### src/rtl/switch_port_host.sv
// Host endpoint for one port of the 4-port switch: paced TX FIFO injection and
// checked RX with optional traffic counters (enabled by SWITCH_PORT_HOST_STATS_EN).
module switch_port_host #(
  parameter int unsigned         DATA_W     = 8,
  parameter int unsigned         ADDR_W     = 4,
  parameter logic [ADDR_W-1:0]   PORT_ID    = 4'b0001,
  parameter int unsigned         FIFO_DEPTH = 4,
  parameter int unsigned         GAP_CYCLES = 0
) (
  input  logic              clk,
  input  logic              rst_n,
  input  logic              tx_valid,
  output logic              tx_ready,
  input  logic [ADDR_W-1:0] tx_target,
  input  logic [DATA_W-1:0] tx_data,
  output logic              sw_valid,
  output logic [ADDR_W-1:0] sw_source,
  output logic [ADDR_W-1:0] sw_target,
  output logic [DATA_W-1:0] sw_data,
  input  logic              sw_rx_valid,
  input  logic [ADDR_W-1:0] sw_rx_source,
  input  logic [ADDR_W-1:0] sw_rx_target,
  input  logic [DATA_W-1:0] sw_rx_data,
  output logic              rx_valid,
  output logic [ADDR_W-1:0] rx_source,
  output logic [DATA_W-1:0] rx_data,
  output logic [15:0]       drop_count,
  output logic [15:0]       rx_count,
  output logic [15:0]       err_count
);

  localparam int unsigned PTR_W = $clog2(FIFO_DEPTH);
  localparam int unsigned CNT_W = PTR_W + 1;
  localparam logic [3:0]  GAP_INIT = (GAP_CYCLES > 0) ? 4'(GAP_CYCLES - 1) : 4'd0;

  typedef enum logic [1:0] {IDLE, SEND, GAP} state_t;

  logic [ADDR_W+DATA_W-1:0] mem [FIFO_DEPTH];
  logic [ADDR_W+DATA_W-1:0] head;
  logic [PTR_W-1:0]         wr_ptr, rd_ptr;
  logic [CNT_W-1:0]         count, count_next;
  logic                     fifo_empty;
  logic                     tx_legal, push, pop;
  logic                     rx_hit;
  state_t                   state;
  logic [3:0]               gap_cnt;

  assign tx_legal   = (tx_target != '0) && ((tx_target & (tx_target - 1'b1)) == '0)
                      && (tx_target != PORT_ID);
  assign push       = tx_valid && tx_ready && tx_legal;
  assign fifo_empty = (count == '0);
  assign head       = mem[rd_ptr];
  assign sw_source  = PORT_ID;
  assign rx_hit     = (sw_rx_target == PORT_ID);

  // The end of a gap pops directly so GAP_CYCLES idle cycles separate two injections.
  always_comb begin
    pop = 1'b0;
    case (state)
      IDLE:    pop = !fifo_empty;
      SEND:    pop = (GAP_CYCLES == 0) && !fifo_empty;
      GAP:     pop = (gap_cnt == '0) && !fifo_empty;
      default: pop = 1'b0;
    endcase
  end

  always_comb begin
    count_next = count;
    if (push && !pop)
      count_next = count + 1'b1;
    else if (!push && pop)
      count_next = count - 1'b1;
  end

  always_ff @(posedge clk) begin
    if (push)
      mem[wr_ptr] <= {tx_target, tx_data};
  end

  always_ff @(posedge clk or negedge rst_n) begin
    if (!rst_n) begin
      count    <= '0;
      wr_ptr   <= '0;
      rd_ptr   <= '0;
      tx_ready <= 1'b0;
    end else begin
      count    <= count_next;
      tx_ready <= (count_next != CNT_W'(FIFO_DEPTH));
      if (push)
        wr_ptr <= wr_ptr + 1'b1;
      if (pop)
        rd_ptr <= rd_ptr + 1'b1;
    end
  end

  always_ff @(posedge clk or negedge rst_n) begin
    if (!rst_n) begin
      state     <= IDLE;
      gap_cnt   <= '0;
      sw_valid  <= 1'b0;
      sw_target <= '0;
      sw_data   <= '0;
    end else begin
      sw_valid <= pop;
      if (pop)
        {sw_target, sw_data} <= head;
      case (state)
        IDLE: begin
          if (pop)
            state <= SEND;
        end
        SEND: begin
          if (GAP_CYCLES != 0) begin
            state   <= GAP;
            gap_cnt <= GAP_INIT;
          end else if (!pop) begin
            state <= IDLE;
          end
        end
        GAP: begin
          if (gap_cnt == '0)
            state <= pop ? SEND : IDLE;
          else
            gap_cnt <= gap_cnt - 1'b1;
        end
        default: state <= IDLE;
      endcase
    end
  end

  always_ff @(posedge clk or negedge rst_n) begin
    if (!rst_n) begin
      rx_valid  <= 1'b0;
      rx_source <= '0;
      rx_data   <= '0;
    end else begin
      rx_valid <= sw_rx_valid && rx_hit;
      if (sw_rx_valid && rx_hit) begin
        rx_source <= sw_rx_source;
        rx_data   <= sw_rx_data;
      end
    end
  end

`ifdef SWITCH_PORT_HOST_STATS_EN
  logic [15:0] drop_q, rxc_q, errc_q;
  logic        drop_evt, rx_good_evt, rx_err_evt;

  assign drop_evt    = tx_valid && tx_ready && !tx_legal;
  assign rx_good_evt = sw_rx_valid && rx_hit;
  assign rx_err_evt  = sw_rx_valid && !rx_hit;

  always_ff @(posedge clk or negedge rst_n) begin
    if (!rst_n) begin
      drop_q <= '0;
      rxc_q  <= '0;
      errc_q <= '0;
    end else begin
      if (drop_evt && (drop_q != '1))
        drop_q <= drop_q + 1'b1;
      if (rx_good_evt && (rxc_q != '1))
        rxc_q <= rxc_q + 1'b1;
      if (rx_err_evt && (errc_q != '1))
        errc_q <= errc_q + 1'b1;
    end
  end

  assign drop_count = drop_q;
  assign rx_count   = rxc_q;
  assign err_count  = errc_q;
`else
  assign drop_count = '0;
  assign rx_count   = '0;
  assign err_count  = '0;
`endif

endmodule
### config.mk
export PLATFORM = sky130hd
export DESIGN_NAME = switch_port_host
export DESIGN_NICKNAME = d
export VERILOG_FILES = /design/src/rtl/switch_port_host.sv
export SDC_FILE = /design/constraint.sdc
export NUM_CORES = 1
export LEC_CHECK = 0
export CAP_MARGIN = 20
export CORE_ASPECT_RATIO = 1.2
export CORE_MARGIN = 5
export CORE_UTILIZATION = 47
export CTS_CLUSTER_SIZE = 40
export DETAILED_ROUTE_END_ITERATION = 12
export PLACE_DENSITY = 0.88
export SYNTH_ARGS = -nofsm -noshare
export SYNTH_HDL_FRONTEND = slang
export SYNTH_SLANG_ARGS = --single-unit
### constraint.sdc
create_clock -name clk -period 2.5 [get_ports clk]
set_input_delay 0.25 -clock clk [delete_from_list [all_inputs] [get_ports clk]]
set_output_delay 0.25 -clock clk [all_outputs]
set_load 0.03 [all_outputs]
==> summary.txt, run 1 <==
Synth
  • Seq cells post-synth: 82
  • Number of distinct library cells after synthesis: 34
  • Syn_area_per_cell: 14.6 µm²
  • Cell count after synthesis: 250
  • Sequential fraction of the synthesis area: 63.0%
  • Synthesis warning total: 0
  • Primary FF master, synth: edfxtp_1
  • Ys async rst share: 41.5%
  • Cell area after synthesis: about 0.0036 mm²
  • Post-synth EDFFs: between 40 and 50

STA
  • Worst slew pin tran: about 0.74 ns
  • Final Skew: roughly 0.0063 ns
  • Final Hold Viols: 0
  • Final worst path period share: roughly 76%
  • Hold_ws: 0.469 ns
  • Max-slew headroom: 50.7%
  • Final setup viols: 0
  • Setup TNS: 0 ns
  • Crit path time final: 1.91 ns
  • Slew Limit Fails: 0
  • RSZ-0062 raised after global routing: no
  • Max Freq: 524 MHz

Power
  • Clk pwr share: between 20% and 30%
  • Sw frac: between 30% and 40%
  • Combinational share of power: 36.1%
  • PD cells: 1110 mW/mm²
  • NetSw: around 1.6 mW
  • Max VDD drop: 0.690 mV
  • Sequential Power Share: between 30% and 40%
  • Leak pwr: 1.78 nW
  • Internal power: 3.25 mW

Placement
  • Post-detail-place hpwl: 4.57 mm
  • Placer Congestion: 0.730
  • # port buffers: 58

Detailed routing
  • DRC violations left: 0
  • DR iter-0 viols: 65
  • Total wire length: 6.20 mm
  • DR vias/cell: 4.76
  • Max layer used: met4
  • Via count: between 1,500 and 2,000
  • DR pass1 iterations: 4
  • DR WL/cell: 15.1 µm
  • Met2 Wirelength: 3.27 mm
  • Met3 wire length: about 570 µm
  • Routed Antenna Nets: 0
  • Metal-1 WL: 2.28 mm

Clock tree
  • Clk slew on worst S/H paths: 0.08 ns
  • Clock Path Buffers: 2
  • Worst-Skew Late Latency: ~0.34 ns
  • Root Driver: clkbuf_8
  • H-tree depth: 3
  • Clk sinks: between 80 and 90
  • TritonCTS clock tree: done
  • CTS Hold Bufs: 1
  • PostCTS Resize Cnt: 0
  • Setup bufs post-CTS: 0
  • Cts bufs inserted: 9

Cells and area
  • Reg area: approximately 0.0023 mm²
  • Diodes inserted: 0
  • Layout net count: about 350
  • Area occupied by multi-input gates: around 0.0011 mm²
  • Layout area overhead: 20.5%
  • Filler cell count: 597
  • Layout cells sized above 1: 16.0%

Floorplanning
  • Core Footprint: 0.00762 mm²
  • Io pins: approximately 110
  • Die Ht: about 110 µm
  • Initial Util: 47.8%
  • Chip width: 90.3 µm
  • Die Area: 0.00961 mm²
  • Row count: 35

Setup path
  • Worst path required time: 2.78 ns
  • CP endpoint kind: register
  • Crit Path Class: register to register
  • CP Launch Type: register
  • Arr. time, crit path: 2.19 ns
  • CP Max Fanout: 5

Global routing
  • Initial antenna violation count: 0
  • Global-route wire length before repair: roughly 9.9 mm
  • Vias in the first global route: 1,954
  • Total GRT Usage: 13.2%
  • GRT overflow: 0
  • Largest net degree at the start of global routing: 35

Run
  • Maxcap violations: 0

Worst hold path
  • Worst min path class: register to register

Run status
  • Outcome: finished, final reports clean
[layout make-up]
class / count / share of cell area (%)
multi-input cells: 152 / 24.6
well taps: 92 / 2.62
flip-flops and latches: 82 / 52.2
clock inverters: 7 / 3.22
repair buffers: 63 / 14.0
clock buffers: 9 / 2.82
inverters: 5 / 0.428
[cell families (layout without fill, tap and decap cells)]
kind of cell / after synthesis / in the layout / synth area share [%]
other: 2 / 52 / 0.206
AO/OA/AOI/OAI: 9 / 9 / 1.72
XOR/XNOR: 6 / 6 / 1.44
buffers and inverters: 66 / 84 / 12.5
adder cells (fa/ha/maj): 9 / 9 / 3.02
AND/OR/NAND/NOR: 51 / 51 / 6.39
multiplexers: 25 / 25 / 11.8
flip-flops: 82 / 82 / 63.0
[path summary, 6_finish.rpt]
check | start | end | slack (ns) | depth (start not counted)
worst min-delay path | sw_target[1] | sw_target[1] | 0.47 | 2
max in group asynchronous | rst_n | rd_ptr[1] | 1.51 | 2
worst min register to register | sw_target[1] | sw_target[1] | 0.47 | 2
worst max register to register | count[0] | tx_ready | 0.59 | 7
min in group asynchronous | rst_n | wr_ptr[0] | 0.51 | 2
worst max-delay path | count[0] | tx_ready | 0.59 | 7
[registers in the layout (all words and copies together), names as in the netlist]
signal,flops
sw_data,8
rx_data,8
rx_valid,1
rx_source,4
sw_valid,1
rd_ptr,2
wr_ptr,2
tx_ready,1
sw_target,4
mem,48
count,3
[worst max-delay path, stage by stage (launching register included)]
cell	delay (ns)
dfrtp_1	0.43
inv_1	0.18
ha_1	0.29
nor2b_1	0.29
inv_1	0.11
maj3_2	0.33
mux2i_4	0.14
a21o_1	0.10
[layer usage]
metal  GRT usage (%)  up-vias
li1                -      891
met1            14.8      950
met2            23.5      106
met3            3.82        4
met4            5.43        0
met5               0        -
[stage by stage]
| step | instances | power [mW] | instance area (µm²) | util (%) | setup WS, ns |
|---|---|---|---|---|---|
| 2_1_floorplan | 300 | 3.14 | 3830 | - | 0.766 |
| 3_3_place_gp | 393 | 3.63 | 4110 | 54.0 | 0.441 |
| 3_5_place_dp | 393 | 3.68 | 4110 | 54.0 | 0.320 |
| 4_1_cts | 410 | 4.91 | 4390 | 57.6 | 0.593 |
| 5_1_grt | 410 | 5.14 | 4390 | 57.6 | 0.453 |
| 6_report | 410 | 4.85 | 4390 | 57.6 | 0.593 |
[power by group through the flow]
stage / Clock (mW) / Sequential [mW] / Combinational (mW)
final: 1.22 / 1.88 / 1.75
after global routing: 1.31 / 1.92 / 1.90
after CTS: 1.25 / 1.88 / 1.78
after detailed placement: 0 / 1.91 / 1.77
after global placement: 0 / 1.90 / 1.73
after floorplan: 0 / 2.16 / 0.982
[Yosys cell counts (2+ instances only)]
library cell / count / area share, %
dfrtp_1: 34 / 23
buf_4: 52 / 11
xnor2_1: 5 / 1.2
nor2_1: 2 / 0.21
mux2_2: 12 / 3.7
o21ai_0: 2 / 0.27
conb_1: 2 / 0.21
maj3_2: 2 / 0.62
ha_1: 7 / 2.4
inv_1: 5 / 0.52
nand2_1: 39 / 4.0
and2_2: 3 / 0.62
edfxtp_1: 48 / 40
buf_2: 4 / 0.55
mux4_2: 12 / 7.4
buf_1: 3 / 0.31
[placed cells by master, fill, tap and decap left out, drive strengths merged, types with 2 or more instances in the layout]
cell	netlist	final
clkdlybuf4s50	0	57
conb	2	52
edfxtp	48	48
nand2	39	39
dfrtp	34	34
mux2	12	12
mux4	12	12
clkbuf	1	9
ha	7	7
inv	5	5
xnor2	5	5
buf	60	5
bufinv	0	4
and2	4	4
o21ai	3	3
maj3	2	2
nor2	2	2
clkinv	0	2
No activity file was read; power rests on OpenSTA's default activity.
==> inputs of run 2 (changes only) <==
--- a/config.mk
+++ b/config.mk
@@ -8,10 +8,10 @@
 export CAP_MARGIN = 20
 export CORE_ASPECT_RATIO = 1.2
 export CORE_MARGIN = 5
-export CORE_UTILIZATION = 47
+export CORE_UTILIZATION = 42
 export CTS_CLUSTER_SIZE = 40
 export DETAILED_ROUTE_END_ITERATION = 12
-export PLACE_DENSITY = 0.88
+export PLACE_DENSITY = 0.84
 export SYNTH_ARGS = -nofsm -noshare
 export SYNTH_HDL_FRONTEND = slang
 export SYNTH_SLANG_ARGS = --single-unit
==> constraint.sdc (replaced) <==
create_clock -name clk -period 1.5 [get_ports clk]
set_input_delay 0.15 -clock clk [delete_from_list [all_inputs] [get_ports clk]]
set_output_delay 0.15 -clock clk [all_outputs]
set_load 0.03 [all_outputs]
==> summary.txt, run 2 (synthesis gave the netlist of run 1 again) <==
Cells and area
  • Top reg by flops: mem (unchanged)
  • Layout area overhead: 24.9% (was 20.5%)
  • Max reg flops: 48 (unchanged)
  • Cell Count, Final, Fillers Out: 457 (was 410)
  • Most frequent cells in the layout: conb_1, edfxtp_1, nand2_1 (was clkdlybuf4s50_1, conb_1, edfxtp_1)
  • Most common cell after layout, fill and taps aside: conb_1 (was clkdlybuf4s50_1)
  • Layout cells sized above 1: 23.8% (was 16.0%)
  • Diodes inserted: 0 (unchanged)
  • Layout net count: 374 (was 352)
  • Finished Core Util: 53.4% (was 57.6%)
  • Largest regs: mem x48, rx_data x8, sw_data x8 (unchanged)

Floorplanning
  • Initial Util: 42.7% (was 47.8%)
  • Row count: 37 (was 35)
  • Core Footprint: 0.00852 mm² (was 0.00762 mm²)
  • Chip width: 95.0 µm (was 90.3 µm)
  • Die Ht: 112 µm (was 106 µm)
  • Io pins: 111 (unchanged)
  • Die Area: 0.0106 mm² (was 0.00961 mm²)

STA
  • Worst setup margin: -0.0153 ns (was 0.593 ns)
  • RSZ-0062 raised after global routing: yes (was no)
  • Final Skew: 0.0162 ns (was 0.00627 ns)
  • Final setup viols: 1 (was 0)
  • Max Freq: 660 MHz (was 524 MHz)
  • Crit path time final: 1.52 ns (was 1.91 ns)
  • Final worst path period share: 101% (was 76.3%)
  • Final Hold Viols: 0 (unchanged)
  • Slew Limit Fails: 0 (unchanged)

Global routing
  • Total GRT Usage: 12.9% (was 13.2%)
  • Vias in the first global route: 2,064 (was 1,954)
  • GRT overflow: 0 (unchanged)
  • Largest net degree at the start of global routing: 35 (unchanged)
  • Initial antenna violation count: 0 (unchanged)
  • Global-route wire length before repair: 10.4 mm (was 9.93 mm)

Detailed routing
  • DRC violations left: 0 (unchanged)
  • DR vias/cell: 4.46 (was 4.76)
  • DR WL/cell: 14.4 µm (was 15.1 µm)
  • Total wire length: 6.60 mm (was 6.20 mm)
  • DR iter-0 viols: 100 (was 65)
  • Via count: 2,039 (was 1,951)
  • DR pass1 iterations: 4 (unchanged)
  • Routed Antenna Nets: 0 (unchanged)

Clock tree
  • Worst-Skew Late Latency: 0.36 ns (was 0.34 ns)
  • Clk slew on worst S/H paths: 0.09 ns (was 0.08 ns)
  • Clock Path Buffers: 2 (unchanged)
  • Root Driver: clkbuf_8 (unchanged)
  • H-tree depth: 3 (unchanged)
  • TritonCTS clock tree: done (unchanged)
  • Cts bufs inserted: 9 (unchanged)
  • Clk sinks: 82 (unchanged)

Setup path
  • Slowest stage cell, crit path: dfrtp_1 (unchanged)
  • Crit Path Class: register to register (unchanged)
  • CP Cell Sequence: inv_2 > ha_4 > nor2b_4 > buf_6 > inv_4 > maj3_2 > mux2i_4 > a21o_1 (was inv_1 > ha_1 > nor2b_1 > inv_1 > maj3_2 > mux2i_4 > a21o_1)
  • Flop2flop setup slack: -0.02 ns (was 0.59 ns)
  • Worst path required time: 1.80 ns (was 2.78 ns)
  • Worst path max stage delay: 0.41 ns (was 0.43 ns)
  • Arr. time, crit path: 1.82 ns (was 2.19 ns)
  • Crit path from: count[0] (unchanged)
  • CP endpoint kind: register (unchanged)
  • CP Launch Type: register (unchanged)
  • CP Max Fanout: 2 (was 5)
  • Worst R2R Start: count[0] (unchanged)

Placement
  • Place WS: -0.364 ns (was 0.320 ns)
  • Post-detail-place hpwl: 4.82 mm (was 4.57 mm)
  • # placed instances: 435 (was 393)
  • Placer Congestion: 0.793 (was 0.730)
  • # port buffers: 58 (unchanged)

Run
  • Maxcap violations: 0 (unchanged)

Run status
  • Outcome: complete, but fails checks (was finished, final reports clean)
  • Failing checks: setup timing

Power
  • PD cells: 1730 mW/mm² (was 1110 mW/mm²)
  • PnR Total Power: 7.86 mW (was 4.85 mW)
  • Max VDD drop: 0.953 mV (was 0.690 mV)
  • Leak pwr: 1.91 nW (was 1.78 nW)

Worst hold path
  • Worst min path class: input port to async pin (was register to register)
-- run 2: cell count changes in the layout (fill, tap and decap cells not counted), sizes merged --
cell	change
dlygate4sd2	+27
buf	+22
clkinv	-2
inv	+6
clkdlybuf4s50	-27
bufinv	-4
-- run 2: power by group --
group / switching (mW) / internal, mW
Clock: 0.904 / 0.654
Sequential: 0.209 / 2.84
Combinational: 1.80 / 1.46
-- run 2: cell type report --
cell class	count	area (µm²)
flip-flops and latches	82	2290
clock inverters	7	67.6
inverters	5	21.3
well taps	117	146
fillers	697	3970
multi-input cells	152	1120
clock buffers	9	124
repair buffers	85	776
-- run 2: layer usage --
layer  up-vias  GRT usage [%]  share of wire (%)
met1       990           15.9                 40
li1        937              -                  -
met3        11           3.65                8.5
met5         -              0                  0
met2       101           21.1                 50
met4         0           5.20                1.7
-- run 2: critical path, delay by kind of cell, from the launching register on --
| kind | cells | cell delay (ns) |
|---|---|---|
| fa+ha+maj | 2 | 0.44 |
| simple gates | 1 | 0.14 |
| compound gates | 1 | 0.10 |
| flops | 1 | 0.41 |
| buf+inv | 3 | 0.23 |
| mux | 1 | 0.15 |
-- run 2: path summary, 6_finish.rpt --
| path | cells after the start | end |
|---|---|---|
| worst max register to register | 8 | tx_ready |
| min in group clk | 2 | rx_source[3] |
| worst max-delay path | 8 | tx_ready |
| worst min-delay path | 3 | tx_ready |
| max in group asynchronous | 3 | sw_target[1] |
| worst min register to register | 2 | sw_target[1] |
-- run 2: metrics by stage --
step,hold slack (ns),setup TNS [ns],area [µm²]
detailed placement,0.218,-17.63,4310
CTS,0.358,-2.24,4510
floorplan,-0.146,-2.47,3850
global placement,0.213,-14.79,4310
finish,0.350,-0.0153,4550
global route,0.387,-0.0999,4550
-- run 2: timing repair --
item	4_1_cts	5_1_grt
hold endpoints to repair	34	0
setup endpoints to repair	76	50
gates resized for setup	30	6
hold buffers	1	0
setup buffers	2	3
pin swaps	1	2
==> inputs of run 3 (changes only) <==
--- a/config.mk
+++ b/config.mk
@@ -11,6 +11,7 @@
 export CORE_UTILIZATION = 42
 export CTS_CLUSTER_SIZE = 40
 export DETAILED_ROUTE_END_ITERATION = 12
+export GPL_TIMING_DRIVEN = 0
 export PLACE_DENSITY = 0.84
 export SYNTH_ARGS = -nofsm -noshare
 export SYNTH_HDL_FRONTEND = slang
==> summary.txt, run 3 (synthesis gave the netlist of run 1 again) <==
Clock tree
  • Clk sinks: 82 (unchanged)
  • Cts bufs inserted: 9 (unchanged)
  • Clk slew on worst S/H paths: 0.08 ns (was 0.09 ns)
  • Clock Path Buffers: 2 (unchanged)
  • H-tree depth: 3 (unchanged)
  • Worst-Skew Late Latency: 0.36 ns (about the same)
  • TritonCTS clock tree: done (unchanged)
  • Root Driver: clkbuf_8 (unchanged)

Setup path
  • Worst R2R Start: count[0] (unchanged)
  • Arr. time, crit path: 1.81 ns (was 1.82 ns)
  • Reg2reg end: tx_ready (unchanged)
  • Crit path to: tx_ready (unchanged)
  • R2R cell count: 7 (was 8)
  • Flop2flop setup slack: -0.01 ns (was -0.02 ns)
  • Crit path from: count[0] (unchanged)
  • CP Launch Type: register (unchanged)
  • CP Cell Sequence: inv_2 > ha_4 > nor2b_4 > inv_4 > maj3_2 > mux2i_4 > a21o_1 (was inv_2 > ha_4 > nor2b_4 > buf_6 > inv_4 > maj3_2 > mux2i_4 > a21o_1)
  • Worst path required time: 1.80 ns (about the same)
  • Crit Path Class: register to register (unchanged)
  • CP endpoint kind: register (unchanged)
  • Worst path max stage delay: 0.41 ns (about the same)
  • Slowest stage cell, crit path: dfrtp_1 (unchanged)
  • CP Max Fanout: 6 (was 2)

Cells and area
  • Max reg flops: 48 (unchanged)
  • Layout cells sized above 1: 31.6% (was 23.8%)
  • Most frequent cells in the layout: buf_4, conb_1, edfxtp_1 (was conb_1, edfxtp_1, nand2_1)
  • Largest regs: mem x48, rx_data x8, sw_data x8 (unchanged)
  • Layout area overhead: 32.8% (was 24.9%)
  • Diodes inserted: 0 (unchanged)
  • Top reg by flops: mem (unchanged)
  • Most common cell after layout, fill and taps aside: buf_4 (was conb_1)
  • Cell Count, Final, Fillers Out: 500 (was 457)
  • Layout net count: 417 (was 374)

Global routing
  • GRT overflow: 0 (unchanged)
  • Global-route wire length before repair: 10.7 mm (was 10.4 mm)
  • Vias in the first global route: 2,247 (was 2,064)
  • Largest net degree at the start of global routing: 35 (unchanged)
  • Total GRT Usage: 13.3% (was 12.9%)
  • Initial antenna violation count: 0 (unchanged)
  • M2 GR Usage: 23.7% (was 21.1%)
  • Grt met1 use: 13.5% (was 15.9%)
  • Global Route met3 Usage: 4.66% (was 3.65%)
  • Most congested layer reported by global routing: met2 (unchanged)

STA
  • Final Skew: 0.00927 ns (was 0.0162 ns)
  • Slew Limit Fails: 0 (unchanged)
  • RSZ-0062 raised after global routing: yes (unchanged)
  • Max-slew headroom: 46.8%
  • Max Freq: 660 MHz (about the same)
  • Setup TNS: -0.0140 ns (was -0.0153 ns)
  • Final worst path period share: 101% (about the same)
  • Crit path time final: 1.51 ns (was 1.52 ns)
  • Final setup viols: 1 (unchanged)
  • Worst setup margin: -0.0140 ns (was -0.0153 ns)
  • Final Hold Viols: 0 (unchanged)
  • Worst slew pin tran: 0.798 ns

Floorplanning
  • Chip width: 95.0 µm (unchanged)
  • Row count: 37 (unchanged)
  • Core Footprint: 0.00852 mm² (unchanged)
  • Initial Util: 42.7% (unchanged)
  • Die Ht: 112 µm (unchanged)
  • Io pins: 111 (unchanged)
  • Die Area: 0.0106 mm² (unchanged)

Detailed routing
  • DR WL/cell: 13.3 µm (was 14.4 µm)
  • DR iter-0 viols: 94 (was 100)
  • Routed Antenna Nets: 0 (unchanged)
  • DR vias/cell: 4.25 (was 4.46)
  • DRC violations left: 0 (unchanged)
  • Via count: 2,126 (was 2,039)
  • DR pass1 iterations: 4 (unchanged)
  • Total wire length: 6.65 mm (was 6.60 mm)

Worst hold path
  • Worst min path class: input port to register (was input port to async pin)
  • Hold Crit Depth: 1

Run
  • Maxcap violations: 0 (unchanged)

Placement
  • # port buffers: 58 (unchanged)
  • Post-detail-place hpwl: 4.99 mm (was 4.82 mm)
  • Place WS: -0.532 ns (was -0.364 ns)
  • Placer Congestion: 0.704 (was 0.793)
  • # placed instances: 475 (was 435)

Power
  • Leak pwr: 2.15 nW (was 1.91 nW)
  • Max VDD drop: 0.669 mV (was 0.953 mV)
  • PD cells: 1600 mW/mm² (was 1730 mW/mm²)
  • PnR Total Power: 7.73 mW (was 7.86 mW)

Run status
  • Failing checks: setup timing (unchanged)
  • Outcome: complete, but fails checks (unchanged)
[run 3: cell count changes in the layout (fill, tap and decap cells not counted), sizes merged]
cell,before,now
clkbuf,9,12
inv,11,8
clkinvlp,1,3
buf,27,68
dlymetal6s2s,0,2
clkdlybuf4s50,30,28
[run 3: critical path: cells and delay by family (launching register included)]
family | cells | cell delay, ns
buffers and inverters | 2 | 0.15
adders and majority gates | 2 | 0.44
DFF | 1 | 0.41
and+or+nand+nor | 1 | 0.19
AOI/OAI and AO/OA | 1 | 0.10
muxes | 1 | 0.16
[run 3: timing repair]
action	in CTS	in global routing
endpoints found under the hold margin	34	0
pin swaps	2	0
setup endpoints to repair	88	71
setup buffers	9	0
gates resized for setup	38	7
hold buffers	1	0
cloned	0	0
[run 3: power breakdown]
part           leakage (nW)  internal, mW  switching [mW]
registers             0.839          2.84           0.228
logic                  1.23          1.47            1.77
clock network        0.0799         0.618           0.817
total                  2.15          4.92            2.81
[run 3: worst min-delay path by stage]
stage / from / end / slack (ns)
finish: tx_target[1] / mem[3][9] / 0.17
global placement: sw_data[6] / sw_data[6] / 0.45
CTS: sw_rx_source[2] / rx_source[2] / 0.39
detailed placement: rst_n / wr_ptr[0] / 0.29
floorplan: rst_n / count[0] / -0.15
global route: tx_target[1] / mem[3][9] / 0.17
[run 3: through the flow]
stage	hold WS, ns	instance area [µm²]	utilization [%]
after floorplan	-0.146	3850	-
after global placement	0.452	4580	53.7
after detailed placement	0.288	4570	53.7
after CTS	0.388	4820	56.6
after global routing	0.167	4830	56.8
final	0.172	4830	56.8
[run 3: final cells by class]
| cell class | instances | area, µm² |
|---|---|---|
| clock inverters | 6 | 48.8 |
| multi-input cells | 152 | 1110 |
| inverters | 5 | 21.3 |
| clock buffers | 10 | 128 |
| well taps | 117 | 146 |
| repair buffers | 68 | 628 |
| plain buffers | 60 | 455 |
| flip-flops and latches | 82 | 2290 |
| fillers | 677 | 3680 |
[run 3: routing by layer]
| metal | routed length, µm | vias to the layer above |
|---|---|---|
| met5 | 0 | - |
| met4 | 148 | 0 |
| met3 | 732 | 11 |
| met2 | 3440 | 96 |
| met1 | 2330 | 1000 |
| li1 | - | 1019 |
